### config.mk
export PLATFORM = sky130hd
export DESIGN_NAME = reuleaux_sched
export DESIGN_NICKNAME = d
export VERILOG_FILES = /design/src/rtl/reuleaux_pkg.sv /design/src/rtl/reuleaux_centres.sv /design/src/rtl/reuleaux_sched.sv
export SDC_FILE = /design/constraint.sdc
export NUM_CORES = 1
export LEC_CHECK = 0
export ABC_AREA = 1
export CAP_MARGIN = 20
export CORE_AREA = 3 3 116 118
export DETAILED_ROUTE_END_ITERATION = 12
export DIE_AREA = 0 0 119 121
export PLACE_DENSITY = 0.79
export SKIP_LAST_GASP = 1
export SLEW_MARGIN = 10
export SYNTH_ARGS = -nofsm -noshare
export SYNTH_HDL_FRONTEND = slang
export SYNTH_SLANG_ARGS = --single-unit
### constraint.sdc
create_clock -name clk -period 3.75 [get_ports clk]
set_input_delay 0.75 -clock clk [delete_from_list [all_inputs] [get_ports clk]]
set_output_delay 0.75 -clock clk [all_outputs]
set_load 0.02 [all_outputs]
### src/rtl/reuleaux_pkg.sv
// reuleaux_pkg: shared states, screen geometry and engine indices for the Reuleaux scheduler
package reuleaux_pkg;
  localparam int SCREEN_W = 160;
  localparam int SCREEN_H = 120;
  localparam logic [2:0] CLEAR_COLOUR = 3'b000;
  localparam int K_Q8 = 74;
  localparam int ARC_LEFT = 0;
  localparam int ARC_RIGHT = 1;
  localparam int ARC_TOP = 2;
  typedef enum logic [3:0] {IDLE, CALC, CHECK, CLEAR, ARC0, REL0, ARC1, REL1, ARC2, REL2, DONE} state_t;
  function automatic logic off_screen(logic [9:0] v, int lim);
    return v[9] || int'(v) >= lim;
  endfunction
endpackage

### src/rtl/reuleaux_centres.sv
// reuleaux_centres: registered vertex-centre geometry and on-screen range check
module reuleaux_centres
  import reuleaux_pkg::*;
(
  input  logic            clk,
  input  logic            rst,
  input  logic            load,
  input  logic [7:0]      centre_x,
  input  logic [7:0]      centre_y,
  input  logic [7:0]      diameter,
  output logic [2:0][7:0] cx,
  output logic [2:0][7:0] cy,
  output logic            bad
);
  logic [9:0] h, k1, k2, bx, by;
  logic [2:0][9:0] x, y;
  logic oob;
  always_comb begin
    h = 10'(diameter >> 1);
    k1 = 10'((32'(diameter) * K_Q8) >> 8);
    k2 = 10'((32'(diameter) * (2 * K_Q8)) >> 8);
    bx = {2'b00, centre_x};
    by = {2'b00, centre_y};
    x[ARC_LEFT] = bx - h;
    y[ARC_LEFT] = by + k1;
    x[ARC_RIGHT] = bx + h;
    y[ARC_RIGHT] = by + k1;
    x[ARC_TOP] = bx;
    y[ARC_TOP] = by - k2;
    oob = 1'b0;
    for (int i = 0; i < 3; i++)
      oob = oob | off_screen(x[i], SCREEN_W) | off_screen(y[i], SCREEN_H);
  end
  always_ff @(posedge clk)
    if (rst) begin
      cx <= '0;
      cy <= '0;
      bad <= 1'b0;
    end else if (load) begin
      for (int i = 0; i < 3; i++) begin
        cx[i] <= x[i][7:0];
        cy[i] <= y[i][7:0];
      end
      bad <= oob;
    end
endmodule

### src/rtl/reuleaux_sched.sv
// reuleaux_sched: sequences optional screen clear and three arc engines onto one VGA plot port
module reuleaux_sched
  import reuleaux_pkg::*;
(
  input  logic            clk,
  input  logic            rst,
  input  logic            start,
  input  logic            clear_en,
  input  logic [7:0]      centre_x,
  input  logic [7:0]      centre_y,
  input  logic [7:0]      diameter,
  input  logic [2:0]      colour,
  output logic            finished,
  output logic            err,
  output logic [2:0]      arc_start,
  input  logic [2:0]      arc_finished,
  output logic [2:0][7:0] arc_cx,
  output logic [2:0][7:0] arc_cy,
  output logic [7:0]      arc_radius,
  output logic [2:0]      arc_colour,
  input  logic [2:0][7:0] arc_vga_x,
  input  logic [2:0][6:0] arc_vga_y,
  input  logic [2:0]      arc_vga_plot,
  output logic [7:0]      vga_x,
  output logic [6:0]      vga_y,
  output logic [2:0]      vga_colour,
  output logic            vga_plot
);
  state_t state, next;
  logic clear_q, bad, x_last, clr_last, arc_on;
  logic [7:0] clr_x;
  logic [6:0] clr_y;
  logic [1:0] k;
  reuleaux_centres u_centres (
    .clk(clk),
    .rst(rst),
    .load(state == CALC),
    .centre_x(centre_x),
    .centre_y(centre_y),
    .diameter(diameter),
    .cx(arc_cx),
    .cy(arc_cy),
    .bad(bad)
  );
  assign x_last = clr_x == 8'(SCREEN_W - 1);
  assign clr_last = x_last && clr_y == 7'(SCREEN_H - 1);
  always_ff @(posedge clk)
    if (rst) begin
      state <= IDLE;
      clear_q <= 1'b0;
      arc_radius <= '0;
      arc_colour <= '0;
      clr_x <= '0;
      clr_y <= '0;
    end else begin
      state <= next;
      if (state == CALC) begin
        clear_q <= clear_en;
        arc_radius <= diameter;
        arc_colour <= colour;
      end
      if (state == CLEAR) begin
        clr_x <= x_last ? 8'd0 : clr_x + 8'd1;
        clr_y <= clr_last ? 7'd0 : clr_y + 7'(x_last);
      end
    end
  always_comb begin
    next = state;
    case (state)
      IDLE:    next = start ? CALC : IDLE;
      CALC:    next = CHECK;
      CHECK:   next = bad ? DONE : clear_q ? CLEAR : ARC0;
      CLEAR:   next = clr_last ? ARC0 : CLEAR;
      ARC0:    next = arc_finished[ARC_LEFT] ? REL0 : ARC0;
      REL0:    next = arc_finished[ARC_LEFT] ? REL0 : ARC1;
      ARC1:    next = arc_finished[ARC_RIGHT] ? REL1 : ARC1;
      REL1:    next = arc_finished[ARC_RIGHT] ? REL1 : ARC2;
      ARC2:    next = arc_finished[ARC_TOP] ? REL2 : ARC2;
      REL2:    next = arc_finished[ARC_TOP] ? REL2 : DONE;
      DONE:    next = start ? DONE : IDLE;
      default: next = IDLE;
    endcase
  end
  always_comb begin
    arc_start = '0;
    arc_start[ARC_LEFT] = state == ARC0;
    arc_start[ARC_RIGHT] = state == ARC1;
    arc_start[ARC_TOP] = state == ARC2;
    k = state == ARC1 ? 2'd1 : state == ARC2 ? 2'd2 : 2'd0;
    arc_on = |arc_start;
    vga_x = arc_on ? arc_vga_x[k] : state == CLEAR ? clr_x : '0;
    vga_y = arc_on ? arc_vga_y[k] : state == CLEAR ? clr_y : '0;
    vga_plot = arc_on ? arc_vga_plot[k] : state == CLEAR;
    vga_colour = state == CLEAR ? CLEAR_COLOUR : arc_colour;
    finished = state == DONE;
    err = finished & bad;
  end
endmodule

---- After elaboration in Yosys (flattened, before gate mapping) ----
Cells that the tools add are included.
word-level totals
  register bits after elaboration ......... 72
  input bits .............................. 82
  logic and storage cells ................. 79
operators by class
  add/sub/neg operators ................... 6
  multiply operators ...................... 2
  $lt $le $gt $ge ......................... 6
  equality and inequality tests ........... 12
  mux-type cells .......................... 28
  bitwise gates (word level) .............. 6
  reduce and logical (&&, ||, !) cells .... 7
operators with widths
  operator              number
  $pmux 4 s11           1
  $mux 8                4
  $mul 8x6->14 const B  2
  $mux 7                4
  $ge 10x7->1 const B   2
  $ge 10x8->1 const B   2
  $add 8x7->9           2
  $bmux 8 s2            1
  $eq 4x3->1 const B    4
  $bmux 7 s2            1
  $eq 4x4->1 const B    3
  $mux 4                3
  $mux 3                3
  $sub 8x7->9           1
  $sub 8x8->9           1
  $add 8x1->8 const B   1
  $eq 4x2->1 const B    2
  $eq 8x8->1 const B    1
  $ge 8x8->1 const B    1
  $mux 2                4
  $add 7x1->7           1
  $eq 7x7->1 const B    1
  $mux 1                6
  $or 1x1->1            5
  9 further kinds       11

---- Depth between registers and ports, before layout ----
  word-level depth ........................ 9
  mapped depth ............................ 28
  gate-level depth less buffers ........... 28

---- By module ----
Synthesis repeated with hierarchy kept, for this count alone.
unflattened totals
  cell total of the unflattened synthesis .. 915
  area total of the unflattened synthesis .. 5764.3 um^2
by module, submodules not included
  module            times used  cells each  area an instance (um^2)
  reuleaux_centres  1           531         3613.5
  reuleaux_sched    1           384         2150.8

---- Worst setup path before layout ----
No wires, ideal clock.
  path kind ............................... input port to flip-flop
  start ................................... input diameter[5]
  end ..................................... register u_centres.bad
  data arrival time ....................... 3.967 ns
  path slack .............................. -0.336 ns
  cell stages on the path ................. 23
  buffers on the path ..................... 0
  cells stage by stage .................... ha_1 > ha_1 > inv_1 > fa_1 > inv_1 > ha_1 > a21oi_1 > o21a_1 > nand2_1 > a21o_1 > nand2_1 > nand2_1 > nand2_1 > nand2_1 > ha_1 > a21oi_1 > nor2_1 > a21oi_1 > nand2_1 > a21oi_1 > nand3_1 > nor2_1 > a21oi_1
between the ends
  longest elaborated chain between the ends .. 9
  elaborated cells on any way between the ends .. 19
  those cells by class .................... add/sub: 4; mul: 2; order compare: 4; bitwise: 5; reduce/logical: 4
RTL lines
  item                      line                                            text
  start, declared           reuleaux_sched.sv:11                            input logic [7:0] diameter,
  $mul 8x6->14              reuleaux_centres.sv:20, reuleaux_centres.sv:21
  $add 8x7->9               reuleaux_centres.sv:25, reuleaux_centres.sv:27
  $ge 10x7->1               reuleaux_pkg.sv:12                              return v[9] || int'(v) >= lim;
  $logic_or 1x1->1          reuleaux_pkg.sv:12
  $or 1x1->1 (4 in series)  reuleaux_centres.sv:32                          oob = oob | off_screen(x[i], SCREEN_W) | off_screen(y[i], SCREEN_H);
  $or 1x1->1 *              reuleaux_centres.sv:32
  end signal, assigned      reuleaux_centres.sv:44                          bad <= oob;
  end, declared             reuleaux_centres.sv:13                          output logic bad
Mark *: on every way between the ends. The rest lies on a longest branch, timed or not.
A chain may end at the register's enable or synchronous reset.

---- Worst setup path in the final report ----
  start ................................... input diameter[7]
  end ..................................... register u_centres.bad
The elaborated chain is that of the path after synthesis.

==> impl_metrics.py <==
metrics = {
    "run_status": {
        "status": "complete, but fails checks",
        "violations": "negative setup slack",
    },
    "run": {
        "maxCapViolCount": 0,
    },
    "cells_and_area": {
        "final_common_cell": "clkdlybuf4s50_1",
        "diodes": 0,
        "fillCellCount": 1029,
        "fin_area_um2": 8350,
        "multi_input_area_um2": 3910,
        "seq_area_um2": 1420,
        "final_cell_mix": "clkdlybuf4s50_1, nand2_1, inv_1",
        "drive_gt1_frac": 0.174,
        "synthToLayoutAreaGrowth_pct": 52.4,
        "nets": 1154,
    },
    "power": {
        "p_per_area_nw_per_um2": 499,
        "ir_drop_uv": 391,
        "p_leak_nw": 3.88,
    },
    "sta": {
        "fin_ws_ps": -194,
        "min_period_over_period": 1.05,
        "fmax_mhz": 254,
        "clock_skew_ps": 5.22,
        "min_period_ps": 3940,
        "relSlewSlack": 0.406,
        "final_max_slew_viol_count": 0,
        "tightestPinTransition_ps": 885,
        "setup_viol": 5,
        "rsz0062_at_grt": "true",
        "worst_hold_slack_ps": 473,
        "hold_violations": 0,
    },
    "clock_tree": {
        "h-tree-depth": 3,
        "clk_path_buf_depth": 2,
        "cts_tree": "done",
        "hold_buffers": 0,
        "clk-insertion-delay-late_ps": 340,
        "root_buffer": "clkbuf_16",
        "clock_sinks": 71,
        "clk_pin_slew_ps": 60,
        "cts_buffers": 9,
    },
    "global_routing": {
        "grt_use_met3": 0.0760,
        "track_usage": 0.237,
        "grt_max_degree": 77,
        "grt_pass1_vias": 5719,
        "use_met2": 0.416,
        "antenna_found_initial": 0,
        "grt_pass1_wl_mm": 27.9,
        "busiest_layer": "met2",
        "gr-total-overflow": 0,
        "met1_usage": 0.271,
    },
    "logic_synthesis": {
        "synth_top_area_frac": 0.259,
        "syn-instance-count": 816,
        "synth_top_flop_cell": "dfxtp_1",
        "synth_fp_nets": 960,
        "netlist_area_um2": 5480,
        "avgSynthCellArea_um2": 6.72,
        "synth_cell_types": 46,
        "yosysWarnings": 0,
        "ys_async_sr_fraction": 0,
        "synth-edff-count": 0,
        "synth_area_leader_cell": "dfxtp_1",
        "synth-seq-area-share": 0.259,
        "ys_seq_elements": 71,
        "synth_area_leaders": "dfxtp_1, ha_1, nand2_1",
    },
    "worst_setup_path": {
        "worstPathRequired_ps": 3980,
        "slowest_delay_ps": 500,
        "crit_top_cell": "nand2_2",
        "crit_fanout": 3,
        "startpoint_type": "input port",
        "crit_slowest_cell": "fa_1",
        "endpoint_kind": "register",
        "crit_buf_inv": 3,
        "cp_top_family": "adder cells",
        "critical_path_class": "in -> reg",
        "arrival_ps": 4180,
    },
    "detailed_routing": {
        "postRouteWirelength_mm": 17.8,
        "drc": 0,
        "wl_per_cell_um": 15.0,
        "num_vias": 6038,
        "first_pass_iters": 5,
        "vias_per_cell": 5.09,
        "dr.first_iter.drc_count": 393,
        "drtAntennaViolNets": 0,
    },
    "placed_design": {
        "dpl_cell_area_um2": 7630,
        "port_buffers": 164,
        "place.gp.congestion": 0.935,
        "dp_hpwl_mm": 13.1,
    },
    "die": {
        "dieHeight_um": 121,
        "initial_utilization": 0.436,
        "dieArea_um2": 14400,
        "row_count": 41,
        "core_region_area_um2": 12600,
        "io-pin-count": 165,
        "fp.dieW_um": 119,
    },
    "worst_hold_path": {
        "hp-class": "reg -> reg",
    },
}
report_power, final:
| part | total [mW] | leakage [nW] | switching (mW) | internal, mW |
|---|---|---|---|---|
| sequential | 0.983 | 0.580 | 0.0876 | 0.896 |
| clock | 0.875 | 0.146 | 0.341 | 0.533 |
| combinational | 2.31 | 3.16 | 1.23 | 1.07 |
what timing repair did:
action,4_1_cts,5_1_grt
resized for setup,65,35
endpoints found under the setup margin,14,12
buffers inserted,7,4
pin swaps,45,35
tightest hold or removal path: stages (launching register included):
cell and delay (ps):
dfxtp_1 300, inv_1 70, a21oi_1 60
metal layers:
layer / part of all wire / wire (µm) / vias to the layer above
li1: - / - / 3046
met4: 0.019 / 341 / 0
met2: 0.49 / 8690 / 231
met3: 0.089 / 1580 / 34
met5: 0 / 0 / -
met1: 0.40 / 7210 / 2727
state kept, by name, indices dropped and copies added, names as in the netlist:
register       count
state              4
u_centres.bad      1
clr_y              7
arc_radius         8
u_centres.cx      23
clear_q            1
arc_colour         3
clr_x              8
u_centres.cy      16
cells by family (layout without fill, tap and decap cells):
group,count (synthesis),in the layout,synth area share
AOI/OAI and AO/OA,154,154,0.164
adders and majority gates,62,62,0.151
and+or+nand+nor,360,360,0.286
xor gates and xnor gates,13,13,0.0208
buffers and inverters,156,355,0.118
DFF,71,71,0.259
worst paths after layout:
check | end | startpoint | slack [ps] | depth (start not counted)
max | u_centres.bad$_SDFFE_PP0P_ | diameter[7] | -190 | 27
min | arc_colour[2]$_SDFFE_PP0P_ | arc_colour[2]$_SDFFE_PP0P_ | 470 | 2
max reg2reg | clr_y[6]$_SDFFE_PP0P_ | clr_x[0]$_SDFFE_PP0P_ | 1440 | 14
min reg2reg | arc_colour[2]$_SDFFE_PP0P_ | arc_colour[2]$_SDFFE_PP0P_ | 470 | 2
layout make-up:
cell class                 instances  area share
timing repair buffer             220       0.247
clock buffer                      11      0.0291
sequential                        71       0.170
tap                              172      0.0258
inverter                         119      0.0535
multi-input combinational        589       0.468
clock inverter                     5     0.00674
cells in the mapped netlist, types with 5 or more instances:
library cell / count
a21o_1: 5
a21oi_1: 51
a221o_1: 13
a31oi_1: 5
buf_2: 14
buf_4: 10
clkbuf_1: 12
dfxtp_1: 71
fa_1: 7
ha_1: 55
inv_1: 113
inv_2: 5
nand2_1: 174
nand3_1: 37
nand4_1: 14
nor2_1: 103
nor3_1: 9
o21ai_0: 62
xor2_1: 9
through the flow:
step                TNS [ps]  setup slack [ps]  instances   util  power, mW
CTS                    -40.4             -35.5       1183  0.648       4.03
global route           -1480              -343       1187  0.665       4.43
detailed placement    -10980             -1030       1160  0.607       3.03
global placement       -9610              -944       1160  0.607       3.01
finish                  -651              -194       1187  0.665       4.17
floorplan              -97.1             -97.1        816      -       2.19
No activity file was read; power rests on OpenSTA's default activity.
